[src/rtl/muldiv_sequencer.sv]
`default_nettype none
// ============================================================================
//  Module   : muldiv_sequencer
//  Purpose  : Iterative unsigned multiply / divide unit for the EX stage.
//             One bit per clock: shift-add for MUL/UMULH, restoring
//             shift-subtract for UDIV. Holds the pipeline via stall_E until
//             the result is ready.
//  Ports    : clk, reset  - clock, synchronous active-high reset
//             start       - request from EX (sampled only in IDLE)
//             op          - 00 MUL, 01 UMULH, 10 UDIV, 11 MUL
//             srcA, srcB  - multiplicand/dividend, multiplier/divisor
//             flush       - abort any operation in flight
//             result      - registered result, held until next completion
//             done        - one-cycle result-valid pulse
//             busy        - unit not idle
//             stall_E     - pipeline hold request
//  Revision : 1.0 - initial release
// ============================================================================
module muldiv_sequencer #(
  parameter int N     = 64,
  parameter int CNT_W = 7
) (
  input  logic         clk,
  input  logic         reset,
  input  logic         start,
  input  logic [1:0]   op,
  input  logic [N-1:0] srcA,
  input  logic [N-1:0] srcB,
  input  logic         flush,
  output logic [N-1:0] result,
  output logic         done,
  output logic         busy,
  output logic         stall_E
);

  typedef enum logic [1:0] {
    S_IDLE = 2'd0,
    S_RUN  = 2'd1,
    S_DONE = 2'd2
  } state_t;

  localparam logic [1:0]       c_OP_UMULH = 2'b01;
  localparam logic [1:0]       c_OP_UDIV  = 2'b10;
  localparam logic [CNT_W-1:0] c_LAST     = CNT_W'(N - 1);

  state_t           r_state;
  state_t           w_next;
  logic [1:0]       r_op;
  logic [N-1:0]     r_opa;     // multiplicand (MUL) / dividend shifting left (UDIV)
  logic [N-1:0]     r_opb;     // multiplier shifting right (MUL) / divisor (UDIV)
  logic [2*N-1:0]   r_acc;     // product (MUL); low half collects quotient (UDIV)
  logic [N:0]       r_rem;     // partial remainder
  logic [CNT_W-1:0] r_cnt;
  logic [N-1:0]     r_result;

  logic             w_accept;
  logic             w_div0;
  logic             w_is_div;
  logic [N:0]       w_sum;
  logic [2*N-1:0]   w_prod_next;
  logic [N+1:0]     w_trial;
  logic [N+1:0]     w_diff;
  logic             w_borrow;
  logic [N:0]       w_rem_next;
  logic [N-1:0]     w_quot_next;

  assign w_accept = (r_state == S_IDLE) && start && !flush;
  assign w_div0   = w_accept && (op == c_OP_UDIV) && (srcB == '0);
  assign w_is_div = (r_op == c_OP_UDIV);

  // Shift-add step: add multiplicand into the high half when the current
  // multiplier bit is set, then shift the whole product right by one.
  assign w_sum       = {1'b0, r_acc[2*N-1:N]} + ({1'b0, r_opa} & {(N+1){r_opb[0]}});
  assign w_prod_next = {w_sum, r_acc[N-1:1]};

  // Restoring divide step: bring in the next dividend bit, trial-subtract the
  // divisor; the extra top bit of the difference is the borrow.
  assign w_trial     = {1'b0, r_rem[N-1:0], r_opa[N-1]} | {r_rem[N], {(N+1){1'b0}}};
  assign w_diff      = w_trial - {2'b00, r_opb};
  assign w_borrow    = w_diff[N+1];
  assign w_rem_next  = w_borrow ? w_trial[N:0] : w_diff[N:0];
  assign w_quot_next = {r_acc[N-2:0], ~w_borrow};

  // State register
  always_ff @(posedge clk) begin
    if (reset) r_state <= S_IDLE;
    else       r_state <= w_next;
  end

  // Next state and control outputs
  always_comb begin
    w_next  = r_state;
    done    = 1'b0;
    stall_E = 1'b0;
    busy    = (r_state != S_IDLE);
    case (r_state)
      S_IDLE: begin
        stall_E = w_accept;
        if (w_accept) w_next = w_div0 ? S_DONE : S_RUN;
      end
      S_RUN: begin
        stall_E = 1'b1;
        if (flush)               w_next = S_IDLE;
        else if (r_cnt == c_LAST) w_next = S_DONE;
      end
      S_DONE: begin
        done   = !flush;
        w_next = S_IDLE;
      end
      default: w_next = S_IDLE;
    endcase
  end

  // Datapath
  always_ff @(posedge clk) begin
    if (reset) begin
      r_op     <= '0;
      r_opa    <= '0;
      r_opb    <= '0;
      r_acc    <= '0;
      r_rem    <= '0;
      r_cnt    <= '0;
      r_result <= '0;
    end else begin
      case (r_state)
        S_IDLE: begin
          if (w_accept) begin
            r_op  <= op;
            r_opa <= srcA;
            r_opb <= srcB;
            r_acc <= '0;
            r_rem <= '0;
            r_cnt <= '0;
            if (w_div0) r_result <= '0;
          end
        end
        S_RUN: begin
          r_cnt <= r_cnt + CNT_W'(1);
          if (w_is_div) begin
            r_rem <= w_rem_next;
            r_acc <= {r_acc[2*N-1:N], w_quot_next};
            r_opa <= r_opa << 1;
          end else begin
            r_acc <= w_prod_next;
            r_opb <= r_opb >> 1;
          end
          // The final iteration's value goes straight into the result so
          // DONE presents it without an extra cycle.
          if ((r_cnt == c_LAST) && !flush) begin
            case (r_op)
              c_OP_UMULH: r_result <= w_prod_next[2*N-1:N];
              c_OP_UDIV:  r_result <= w_quot_next;
              default:    r_result <= w_prod_next[N-1:0];
            endcase
          end
        end
        default: ;
      endcase
    end
  end

  assign result = r_result;

endmodule
`default_nettype wire

[config.mk]
export PLATFORM = sky130hd
export DESIGN_NAME = muldiv_sequencer
export DESIGN_NICKNAME = d
export VERILOG_FILES = /design/src/rtl/muldiv_sequencer.sv
export SDC_FILE = /design/constraint.sdc
export NUM_CORES = 1
export LEC_CHECK = 0
export ABC_AREA = 0
export BUFFER_PORTS_ARGS = -buffer_cell sky130_fd_sc_hd__buf_2
export CORE_MARGIN = 4
export CORE_UTILIZATION = 30
export DETAILED_ROUTE_END_ITERATION = 16
export GPL_TIMING_DRIVEN = 0
export MAX_ROUTING_LAYER = met4
export PLACE_DENSITY = 0.53
export SLEW_MARGIN = 20
export SYNTH_ARGS = -nofsm -noshare
export SYNTH_HDL_FRONTEND = slang
export SYNTH_SLANG_ARGS = --single-unit
export TNS_END_PERCENT = 20
[constraint.sdc]
create_clock -name clk -period 10.15 [get_ports clk]
set_input_delay 2.03 -clock clk [delete_from_list [all_inputs] [get_ports clk]]
set_output_delay 2.03 -clock clk [all_outputs]
set_load 0.05 [all_outputs]
## Word level (Yosys, flattened, before mapping)

Cells that the tools add are included.

| operators by class | value |
|---|---|
| multiplexer cells | 27 |
| equal/unequal tests | 12 |
| $add $sub $neg | 3 |
| reduce and logical (&&, ||, !) cells | 16 |
| bitwise operators | 3 |

Operators with widths:

| kind | number |
|---|---|
| $pmux 64 s2 | 4 |
| $mux 64 | 7 |
| $mux 128 | 2 |
| $pmux 128 s2 | 1 |
| $mux 65 | 3 |
| $pmux 65 s2 | 1 |
| $or 65x66->66 | 1 |
| $sub 66x64->66 | 1 |
| $add 64x65->65 | 1 |
| $and 64x65->65 | 1 |
| $logic_not 64->1 | 1 |
| $pmux 7 s2 | 1 |
| $ne 2x2->1 const B | 5 |
| $mux 2 | 4 |
| $add 7x1->7 const B | 1 |
| $eq 7x6->1 const B | 1 |
| $mux 7 | 1 |
| $eq 2x2->1 const B | 3 |
| $reduce_and 2->1 | 3 |
| $reduce_and 3->1 | 2 |
| $logic_and 1x1->1 | 5 |
| $eq 2x1->1 const B | 2 |
| $pmux 2 s2 | 1 |
| $reduce_and 4->1 | 1 |
| other kinds (7) | 8 |

| storage, ports and cells | value |
|---|---|
| word-level logic and storage cells | 70 |
| input port bits | 134 |
| output and inout bits | 67 |
| bits in registers | 396 |

## Longest topological paths before layout

Gate-level depths: netlist (run 1).

| logic depth | value |
|---|---|
| word-level depth | 8 |
| mapped depth | 17 |
| mapped depth without buffers | 15 |

## Worst setup path before layout (run 1)

Ideal clock, no wire load.

| timing path | value |
|---|---|
| kind | input-to-output |
| start | input port flush |
| end | output port done |
| cell stages on the path | 1 |
| required time | 8.120 ns |
| arrival | 3.174 ns |
| setup slack | 4.946 ns |
| cell sequence | nor3b_1 |

| between the ends | value |
|---|---|
| word-level cells in the longest chain between the ends | 2 |

RTL lines:

| item | RTL line | source |
|---|---|---|
| start: declaration | 29 | `input logic flush,` |
| $logic_not 1->1 | 107 | `done = !flush;` |
| $mux 1 | 96 | `case (r_state)` |
| end: declaration | 31 | `output logic done,` |

Every way passes these cells.

## Worst setup path in the final report (run 1)

| timing path | value |
|---|---|
| start | register r_opb[0] |
| end | register r_result[51] (netlist: result[51]) |

| between the ends | value |
|---|---|
| word-level cells in the longest chain between the ends | 5 |

RTL lines:

| item | RTL line | source |
|---|---|---|
| start: declaration | 50 | `logic [N-1:0] r_opb;` |
| start signal: assignment | 130 | `r_opb <= srcB;` |
| start signal: assignment | 145 | `r_opb <= r_opb >> 1;` |
| $and 64x65->65 | 73 | `assign w_sum = {1'b0, r_acc[2*N-1:N]} + ({1'b0, r_opa} & {(N+1){r_opb[0]}});` |
| $add 64x65->65 | 73 |  |
| $pmux 64 s2 | 150 | `case (r_op)` |
| $mux 64 | 149 | `if ((r_cnt == c_LAST) && !flush) begin` |
| $pmux 64 s2 | 125 | `case (r_state)` |
| end signal: assignment | 151 | `c_OP_UMULH: r_result <= w_prod_next[2*N-1:N];` |
| end signal: assignment | 152 | `c_OP_UDIV: r_result <= w_quot_next;` |
| end signal: assignment | 153 | `default: r_result <= w_prod_next[N-1:0];` |
| end: declaration | 54 | `logic [N-1:0] r_result;` |

Every way passes these cells. The select of a mux whose other input is x is not followed.
A chain may end at the register's enable or synchronous reset.

==> results of run 1 <==
[power by group]
group	internal [mW]	switching (mW)	total, mW
Sequential	1.60	0.0363	1.64
Clock	1.16	0.734	1.89
Combinational	0.187	0.405	0.592
[flip-flops by register name, indices dropped and copies added (netlist names)]
| signal | cells |
|---|---|
| r_op | 2 |
| r_rem | 65 |
| r_acc | 128 |
| r_opa | 64 |
| r_opb | 64 |
| r_cnt | 7 |
| result | 64 |
| r_state | 2 |
[critical path, delay by kind of cell (launching register included)]
family | cells | cell delay (ns)
AO/OA/AOI/OAI | 8 | 2.42
adder cells (fa/ha/maj) | 2 | 0.62
buffers and inverters | 3 | 1.30
AND/OR/NAND/NOR | 4 | 0.99
flip-flops | 1 | 0.35
[final cells by class]
class | instances | area [um2] | share of cell area (%)
flip-flops and latches | 396 | 7930 | 27.2
inverters | 105 | 394 | 1.35
repair buffers | 201 | 1010 | 3.47
plain buffers | 255 | 1070 | 3.69
diodes | 7 | 17.5 | 0.0601
multi-input cells | 2546 | 15700 | 53.8
clock inverters | 16 | 277 | 0.948
clock buffers | 70 | 1440 | 4.92
well taps | 1070 | 1340 | 4.59
[per-layer routing]
| metal | track usage, % | vias to the layer above | routed length (um) |
|---|---|---|---|
| li1 | - | 12426 | - |
| met1 | 28.5 | 11996 | 44000 |
| met2 | 33.7 | 708 | 43400 |
| met3 | 2.66 | 129 | 5450 |
| met4 | 6.79 | 0 | 3020 |
| met5 | - | - | 0 |
[worst max-delay path by stage]
stage	startpoint	end	slack (ns)
2_1_floorplan	flush	done	4.95
3_3_place_gp	srcB[8]	result[57]	3.39
3_5_place_dp	op[0]	result[41]	3.87
4_1_cts	r_opb[0]	result[51]	4.28
5_1_grt	r_opb[0]	result[51]	4.03
6_report	r_opb[0]	result[51]	4.37
[cell families after synthesis]
| group | count (synthesis) | share of synthesized area (%) |
|---|---|---|
| flops | 396 | 31.6 |
| compound gates | 1051 | 28.6 |
| mux | 64 | 2.56 |
| simple gates | 1177 | 20.3 |
| buf+inv | 360 | 5.84 |
| fa+ha+maj | 134 | 6.75 |
| xor+xnor | 120 | 4.22 |
[synth_stat cells, types with 11 or more instances]
cell type	number
sky130_fd_sc_hd__nand2_1	484
sky130_fd_sc_hd__nor2_1	421
sky130_fd_sc_hd__dfxtp_1	396
sky130_fd_sc_hd__clkbuf_1	219
sky130_fd_sc_hd__a21oi_1	217
sky130_fd_sc_hd__o21ai_0	171
sky130_fd_sc_hd__ha_1	132
sky130_fd_sc_hd__a311oi_1	126
sky130_fd_sc_hd__inv_1	103
sky130_fd_sc_hd__a31oi_1	84
sky130_fd_sc_hd__and2_1	75
sky130_fd_sc_hd__xnor2_1	69
sky130_fd_sc_hd__a22oi_1	65
sky130_fd_sc_hd__mux2i_1	63
sky130_fd_sc_hd__a22o_1	56
sky130_fd_sc_hd__o21ai_1	56
sky130_fd_sc_hd__a21o_1	55
sky130_fd_sc_hd__xor2_1	50
sky130_fd_sc_hd__a221oi_1	43
sky130_fd_sc_hd__nand4_1	40
sky130_fd_sc_hd__nand3_1	37
sky130_fd_sc_hd__nor4_1	22
sky130_fd_sc_hd__o21bai_1	20
sky130_fd_sc_hd__nor3_1	17
sky130_fd_sc_hd__o21a_1	16
sky130_fd_sc_hd__nand2b_1	15
sky130_fd_sc_hd__o211ai_1	14
sky130_fd_sc_hd__a21boi_0	13
sky130_fd_sc_hd__a32oi_1	13
sky130_fd_sc_hd__nor2b_1	13
sky130_fd_sc_hd__and3_1	11
sky130_fd_sc_hd__buf_1	11
sky130_fd_sc_hd__o31ai_1	11
[per-stage QoR]
stage / setup slack (ns) / std cells
finish: 4.37 / 4666
global route: 4.03 / 4662
global placement: 3.39 / 4572
CTS: 4.28 / 4659
detailed placement: 3.87 / 4573
floorplan: 4.95 / 3302
==> results.md, run 1 <==
- Power spread over the standard cell area amounts to 141 mW/mm2.
- The number of instances resized during post-cts repair is 0.
- The cts-stage hold buffer count is 0.
- The worst hold path stage count is 2.
- The most common cell after layout, fill and taps aside is sky130_fd_sc_hd__nand2_1.
- The fill cell total of the finished layout is 8885.
- In this run, CTS created clock tree buffers numbering 48.
- The worst hold path begins at result[19].
- The share of the clock period used by the worst path is between 50% and 60%.
- The worst endpoint data arrival time is about 6.3 ns.
- During I/O placement, the number of pins put on the boundary was between 200 and 250.
- The number of warnings issued by yosys is 0.
- The later pin in the worst-skew pair is clocked with a latency of ~0.6 ns.
- The routed layout has around 25000 vias.
- After detailed routing, the number of vias per cell comes to approximately 5.4.
- The die covers just under 0.09 mm2.
- Clock-pin slew was measured on the worst setup and hold paths at approximately 0.06 ns.
- The net count of the mapped netlist is 3570.
- Counting flops with an async set or reset pin after synthesis yields a share of 0%.
- After synthesis, the mean cell area works out to about 7.6 um2.
- The critical path goes through clkbuf_1, clkbuf_1, and2_1, ha_1, inv_1, fa_1, nand2b_1, a21oi_1, o211ai_2, nand2_1, o2111ai_1, a2111oi_1, o31ai_2, o21ai_2, a41oi_1, or3_1, a31oi_1.
- Setup repair after global routing left no endpoint under its margin.
- The flow ran to the end, and the final reports show no timing, DRC or antenna violations.
- Summed over all layers, the routed wires come to about 96 mm.
- The average routed wire per standard cell is slightly above 20 um.
- Of the post-synthesis cell area, the dominant cell type holds 31.6%.
- The area of the core is roughly 0.082 mm2.
- The startpoint class of the critical path is a register.
- Headroom to the max-slew limit came out at ~18%.
- The signed area change from the synthesized netlist to the final layout is 16.4%.
- The global-route wire length before repair is roughly 150 mm.
- The synthesized design spends more area on one cell type than any other, namely sky130_fd_sc_hd__dfxtp_1.
- The largest net degree at the start of global routing is 13.
- Once the floorplan was initialized, standard cells occupied between 30% and 40% of the core.
- The synthesized design contains 0 enable-type register cells.
- The path class of the tightest hold or removal check is reg -> reg.
- The number of instances in the synthesized netlist is 3302.
- Counting stages on the worst path, the most repeated cell is sky130_fd_sc_hd__clkbuf_1.
- The post-detailed-placement cell area is ~0.027 mm2.
- The H-tree was split into 2 levels.
- The initial detailed-routing violation count is 1980.
- The clock root buffer is sky130_fd_sc_hd__clkbuf_16.
- The longest clock path from root to sink contains 3 buffers.
- Total power for the finished layout comes to between 4 and 5 mW.
- Data on the critical path is required at its endpoint by approximately 11 ns.
- The number of clock sinks is roughly 400.
- For this run the aggregate overflow at the end of global routing stands at 0.
- The launching point of the worst reg2reg path is r_opb[0].
- The max-cap violation count is 0.
- The part of the Yosys area used for sequential elements is a little under a third.
- The number of port buffers is 200.
- The number of antenna violations at the first check in global routing is 7.
- The cell with the largest stage delay on the worst path is sky130_fd_sc_hd__a2111oi_1.
- At the end of the flow the core is filled with cells to approximately 35%.
- The worst hold path terminates at result[19].
- The iteration count of the initial detailed-routing pass is 6.
- The HPWL after detailed placement is about 74 mm.
- The static leakage power is 11.7 nW.
- The number of placement rows is 105.
- Of all nets on the critical path, the largest fanout is 10.
- The cell depth of the worst flop-to-flop path is 17.
- The clock tree from TritonCTS is done.
- The number of hold violations in the final report is 0.
- In the synthesized netlist the dominant register cell turns out to be sky130_fd_sc_hd__dfxtp_1.
- The number of remaining DRC errors is 0.
- For the pin with the worst max-slew slack, the measured transition is roughly 1.2 ns.
- The netlist area before placement is roughly 0.025 mm2.
- Counting I/O delays and the setup requirement, the final critical path takes 5.78 ns.
- The antenna violation net count after detailed routing is 0.
- The peak clock frequency supported by timing is 173 MHz.
- The congestion estimate from routability-driven global placement came to approximately 0.93.
- The number of global-route vias before repair is 24259.
- The final design instance area without fill is 0.0292 mm2.
- The element type at the critical path end is a register.
- Buffers added to address setup during post-CTS repair amount to 0.
- The peak supply drop is roughly 0.11 mV.
- The top cell types in the final layout, fill and taps aside, are sky130_fd_sc_hd__nand2_1 (484), sky130_fd_sc_hd__nor2_1 (421), sky130_fd_sc_hd__dfxtp_1 (396).
- The die outline height is approximately 300 um.
- The final total negative setup slack is 0 ns.
- In the post-synthesis netlist, the biggest area contributors are sky130_fd_sc_hd__dfxtp_1 (32%), sky130_fd_sc_hd__nand2_1 (7.3%), sky130_fd_sc_hd__ha_1 (6.6%).
- The delay of the slowest cell on the worst path is 0.81 ns.
- Counting flops and latches in the post-synthesis netlist gives ~400.
- The floorplan die width is approximately 300 um.
- The capture point of the worst reg-to-reg path is result[51].
- On the final layout, the worst hold slack is 0.450 ns.
- The critical path is of the reg -> reg type.
- The global routing usage summed across all routing layers is between 20% and 30%.
- For flop-to-flop paths, the worst setup slack is 4.37 ns.
- In the final layout, the share of cells above drive strength 1 is about a tenth.
- The max-slew violation count is 0.
- The final layout contains between 3000 and 4000 nets.
- Yosys mapped the design onto between 100 and 150 distinct sky130hd cell types.
- Setup violations remaining at the end of the flow were counted as 0.
- The final clock skew is 0.0343 ns.
(Power assumes the default switching activity.)
==> run 2: changes to the inputs <==
ABC_AREA = 1   (was 0)
PLACE_DENSITY = 0.52   (was 0.53)
clock period = 5.5 ns   (was 10.15 ns; I/O delays follow)
==> run 2 against run 1 <==
  * First-iteration DRC count up 24%
  * Sequential power up 100%
  * Area after synthesis up 13%
  * Die area up 13%
  * Combinational power rose to 9.5 times the previous value
  * Via count up 24%
  * Clock power up 81%
  * Global-route usage up 3.1 points
==> results.md, run 2 <==
- The die covers just under 0.1 mm2.
- The initialized floorplan defines ~110 standard-cell rows.
- The CTS H-tree depth is 2.
- With fillers left out, the area of the finished cells amounts to around 0.033 mm2.
- The number of storage elements in the synthesis netlist is ~400.
- After the last flow step, the layout net total stands at slightly above 5000.
- The iteration count of the initial detailed-routing pass is 7.
- In the global route stage, overall resource usage came out at between 20% and 30%.
- After detailed routing, the number of remaining DRC violations is 0.
- The first global-routing pass estimated ~180 mm of wire.
- The most used flip-flop cell after synthesis is sky130_fd_sc_hd__dfxtp_1.
- The cts-stage hold buffer count is 0.
- The insertion delay to the later sink of the worst-skew pair is about 0.65 ns.
- The number of antenna violations at the first check in global routing is 0.
- Yosys instantiated no cell more often than sky130_fd_sc_hd__nand2_1.
- The largest registers in the layout are r_acc: 128 flops, r_rem: 65 flops.
- The routability congestion estimate is about 1.0.
- In this run the power spent charging and discharging nets is 5.78 mW.
- In this run the vertical extent of the chip is between 300 and 400 um.
- The flip-flop count of the largest register after layout is between 100 and 150.
- For this run, the number of Yosys warnings is 0.
- The number of hold violations in the final report came to 0.
- The overall power after layout is 12.4 mW.
- Data on the critical path arrives at its endpoint at around 5.3 ns.
- The worst setup slack before clock tree synthesis is ~0.72 ns.
- The library cell used most frequently in the layout, excluding fill and tap cells, is sky130_fd_sc_hd__nand2_1.
- The share of the synthesized area in the top cell type is approximately 28%.
- After clock tree synthesis, the setup repair step added 0 buffers.
- Dividing the detail-routed wire length by the instance count gives between 15 and 20 um.
- For the finished layout, the period the worst path requires is 4.78 ns.
- The normalized max-slew margin is ~25%.
- The worst setup path is of the reg -> reg kind.
- Derived from the worst setup path, the maximum achievable clock frequency is between 200 and 250 MHz.
- The initial detailed-routing violation count is around 2500.
- In the final layout, the share of cells above drive strength 1 is ~7.0%.
- Counting flops per register, the top entry is r_acc.
- After synthesis, the cell types taking the most area are sky130_fd_sc_hd__dfxtp_1 (28%), sky130_fd_sc_hd__nand2_1 (19%), sky130_fd_sc_hd__inv_1 (8.0%).
- Sequential cells burn a little over a quarter of the power.
- The die is roughly 320 um wide.
- TritonCTS built the clock tree.
- The number of clock sinks is 396.
- The wire-length estimate of the detail-placed layout is ~100 mm.
- The signed area change from the synthesized netlist to the final layout is 15.1%.
- The transition time at the pin with the least slew margin is roughly 1.1 ns.
- The tool flagged a number of max-cap violations equal to 0.
- The internal power of the cells totals roughly 6.6 mW.
- The synthesized design spends more area on one cell type than any other, namely sky130_fd_sc_hd__dfxtp_1.
- The netlist area before placement is 0.0283 mm2.
- The clock root buffer is sky130_fd_sc_hd__clkbuf_16.
- The post-detailed-placement cell area is just over 0.03 mm2.
- The share of the clock period used by the worst path is between 80% and 90%.
- The class of the most critical hold timing path is reg -> reg.
- The residual overflow from global routing is 0.
- Setup repair after global routing left no endpoint under its margin.
- IR analysis of the VDD net gives a maximum drop of about 0.2 mV.
- The element type at the critical path end is a register.
- For the final routed database, the setup TNS stands at 0 ns.
- The final hold slack is roughly 0.46 ns.
- The number of gates resized after CTS was 0.
- The cell count after synthesis came out at approximately 4700.
- The clock passes through at most 3 buffers.
- Using the TritonRoute via totals, the vias-per-cell ratio works out to 5.02.
- Summing the sequential cell areas from Yosys gives 28.0% of the chip area.
- The power share of the clock group is 27.6%.
- The region available for standard cell placement spans a little over 0.09 mm2.
- The static leakage power is approximately 15 nW.
- Combinational logic burns between 40% and 50% of the power.
- The fill cell total of the finished layout is 10558.
- The net count of the mapped netlist is slightly below 5000.
- Clock skew on the completed layout was measured at approximately 0.035 ns.
- The startpoint class of the critical path is a register.
- The mean cell area of the mapped netlist is between 6 and 7 um2.
- Yosys mapped a number of flops with a built-in enable equal to 0.
- Entering global routing, the biggest net connects 14 pins.
- The final number of setup-violating endpoints is 0.
- The effective utilization at floorplan is a little under a third.
- The run finished with clean final reports.
- Sorting the synthesized cells by how often they occur yields sky130_fd_sc_hd__nand2_1 (1441), sky130_fd_sc_hd__inv_1 (601), sky130_fd_sc_hd__nor2_1 (493), sky130_fd_sc_hd__a21oi_1 (443), sky130_fd_sc_hd__dfxtp_1 (396).
- Counting distinct cell types in the post-synthesis netlist gives 42.
- The cell area power density is between 300 and 400 mW/mm2.
- The top cell types in the final layout, fill and taps aside, are sky130_fd_sc_hd__nand2_1 (1441), sky130_fd_sc_hd__inv_1 (601), sky130_fd_sc_hd__nor2_1 (492).
- The max-slew violation count came to 0.
- The number of global-route vias before repair is between 20000 and 30000.
- The number of vias after detailed routing is between 30000 and 40000.
- At the worst endpoint, the required time is just over 6 ns.
- The count of nets left with antenna violations once routing finished came out at 0.
- The setup slack of the critical path after layout is between 0.7 and 0.8 ns.
- During I/O placement, the number of pins put on the boundary was about 200.
- The share of synthesized flip-flops with an asynchronous set or reset is 0%.
- The total wirelength of the detailed-routed design is around 120 mm.
- The clock-pin slew reported for the worst setup and hold paths after clock tree synthesis is about 0.06 ns.
- The CTS buffer count is 50.
- The number of port buffers is around 200.
- Net switching is 46.6% of the power.
- The largest driver fanout on the critical path is 10.
[run 2: cell count changes in the layout (fill, tap and decap cells not counted), sizes merged, moves of 63 or more]
| cell | delta |
|---|---|
| nand2 | +960 |
| inv | +505 |
| nand3 | +282 |
| a21oi | +225 |
| a211oi | +119 |
| o21ai | -109 |
| and2 | -77 |
| nor2 | +77 |
| a22oi | -64 |
| a311oi | -63 |
| mux2i | -63 |
[run 2: power by group through the flow]
stage | clock [mW] | combinational, mW | sequential (mW)
floorplan | 0 | 3.74 | 3.36
global placement | 0 | 5.57 | 3.40
finish | 3.42 | 5.64 | 3.34
CTS | 3.51 | 5.60 | 3.34
global route | 3.62 | 6.24 | 3.37
detailed placement | 0 | 5.57 | 3.40
[run 2: logic make-up (layout without fill, tap and decap cells)]
kind of cell	count (synthesis)	count (layout)	synth area share, %
buffers and inverters	821	1107	11.3
and+or+nand+nor	2374	2374	34.1
DFF	396	396	28.0
other	0	1	0
xor gates and xnor gates	58	58	1.80
AOI/OAI and AO/OA	894	894	18.8
adders and majority gates	134	134	5.98
[run 2: per-stage QoR]
stage / utilization [%] / instances
final: 34.8 / 6218
after global routing: 34.8 / 6217
after floorplan: - / 4677
after CTS: 34.8 / 6217
after global placement: 33.0 / 6130
after detailed placement: 33.1 / 6131
[run 2: cell type report]
cell class	instances	area [um2]	area share, %
diodes	1	2.50	0.00768
well taps	1254	1570	4.82
flip-flops and latches	396	7930	24.3
plain buffers	214	918	2.82
clock inverters	23	312	0.956
multi-input cells	3460	17200	52.8
clock buffers	63	1360	4.18
repair buffers	200	1010	3.10
inverters	607	2280	6.99
[run 2: path summary, 6_finish.rpt]
| path | start | endpoint | slack [ns] | cells after the start |
|---|---|---|---|---|
| max | r_opb[0] | result[23] | 0.72 | 16 |
| min | result[8] | result[8] | 0.46 | 2 |
| max reg2reg | r_opb[0] | result[23] | 0.72 | 16 |
| min reg2reg | result[8] | result[8] | 0.46 | 2 |
[run 2: per-layer routing]
layer / global-route usage (%) / wire [um]
met1: 31.2 / 54200
met2: 41.1 / 57300
met3: 2.33 / 5910
met4: 7.43 / 3850
met5: - / 0
[run 2: worst max-delay path, stage by stage, from the launching register on]
cell and delay (ns):
sky130_fd_sc_hd__dfxtp_1 0.41, sky130_fd_sc_hd__clkbuf_1 0.74, sky130_fd_sc_hd__clkbuf_1 0.60, sky130_fd_sc_hd__nand2_1 0.11, sky130_fd_sc_hd__inv_1 0.10, sky130_fd_sc_hd__ha_1 0.18, sky130_fd_sc_hd__inv_1 0.06, sky130_fd_sc_hd__fa_1 0.40
sky130_fd_sc_hd__o21ai_0 0.45, sky130_fd_sc_hd__nand2_1 0.11, sky130_fd_sc_hd__nand2_1 0.19, sky130_fd_sc_hd__nand4_1 0.12, sky130_fd_sc_hd__nand3_1 0.21, sky130_fd_sc_hd__xor2_1 0.53, sky130_fd_sc_hd__nand2_1 0.14, sky130_fd_sc_hd__a21o_1 0.23
sky130_fd_sc_hd__a21oi_1 0.13
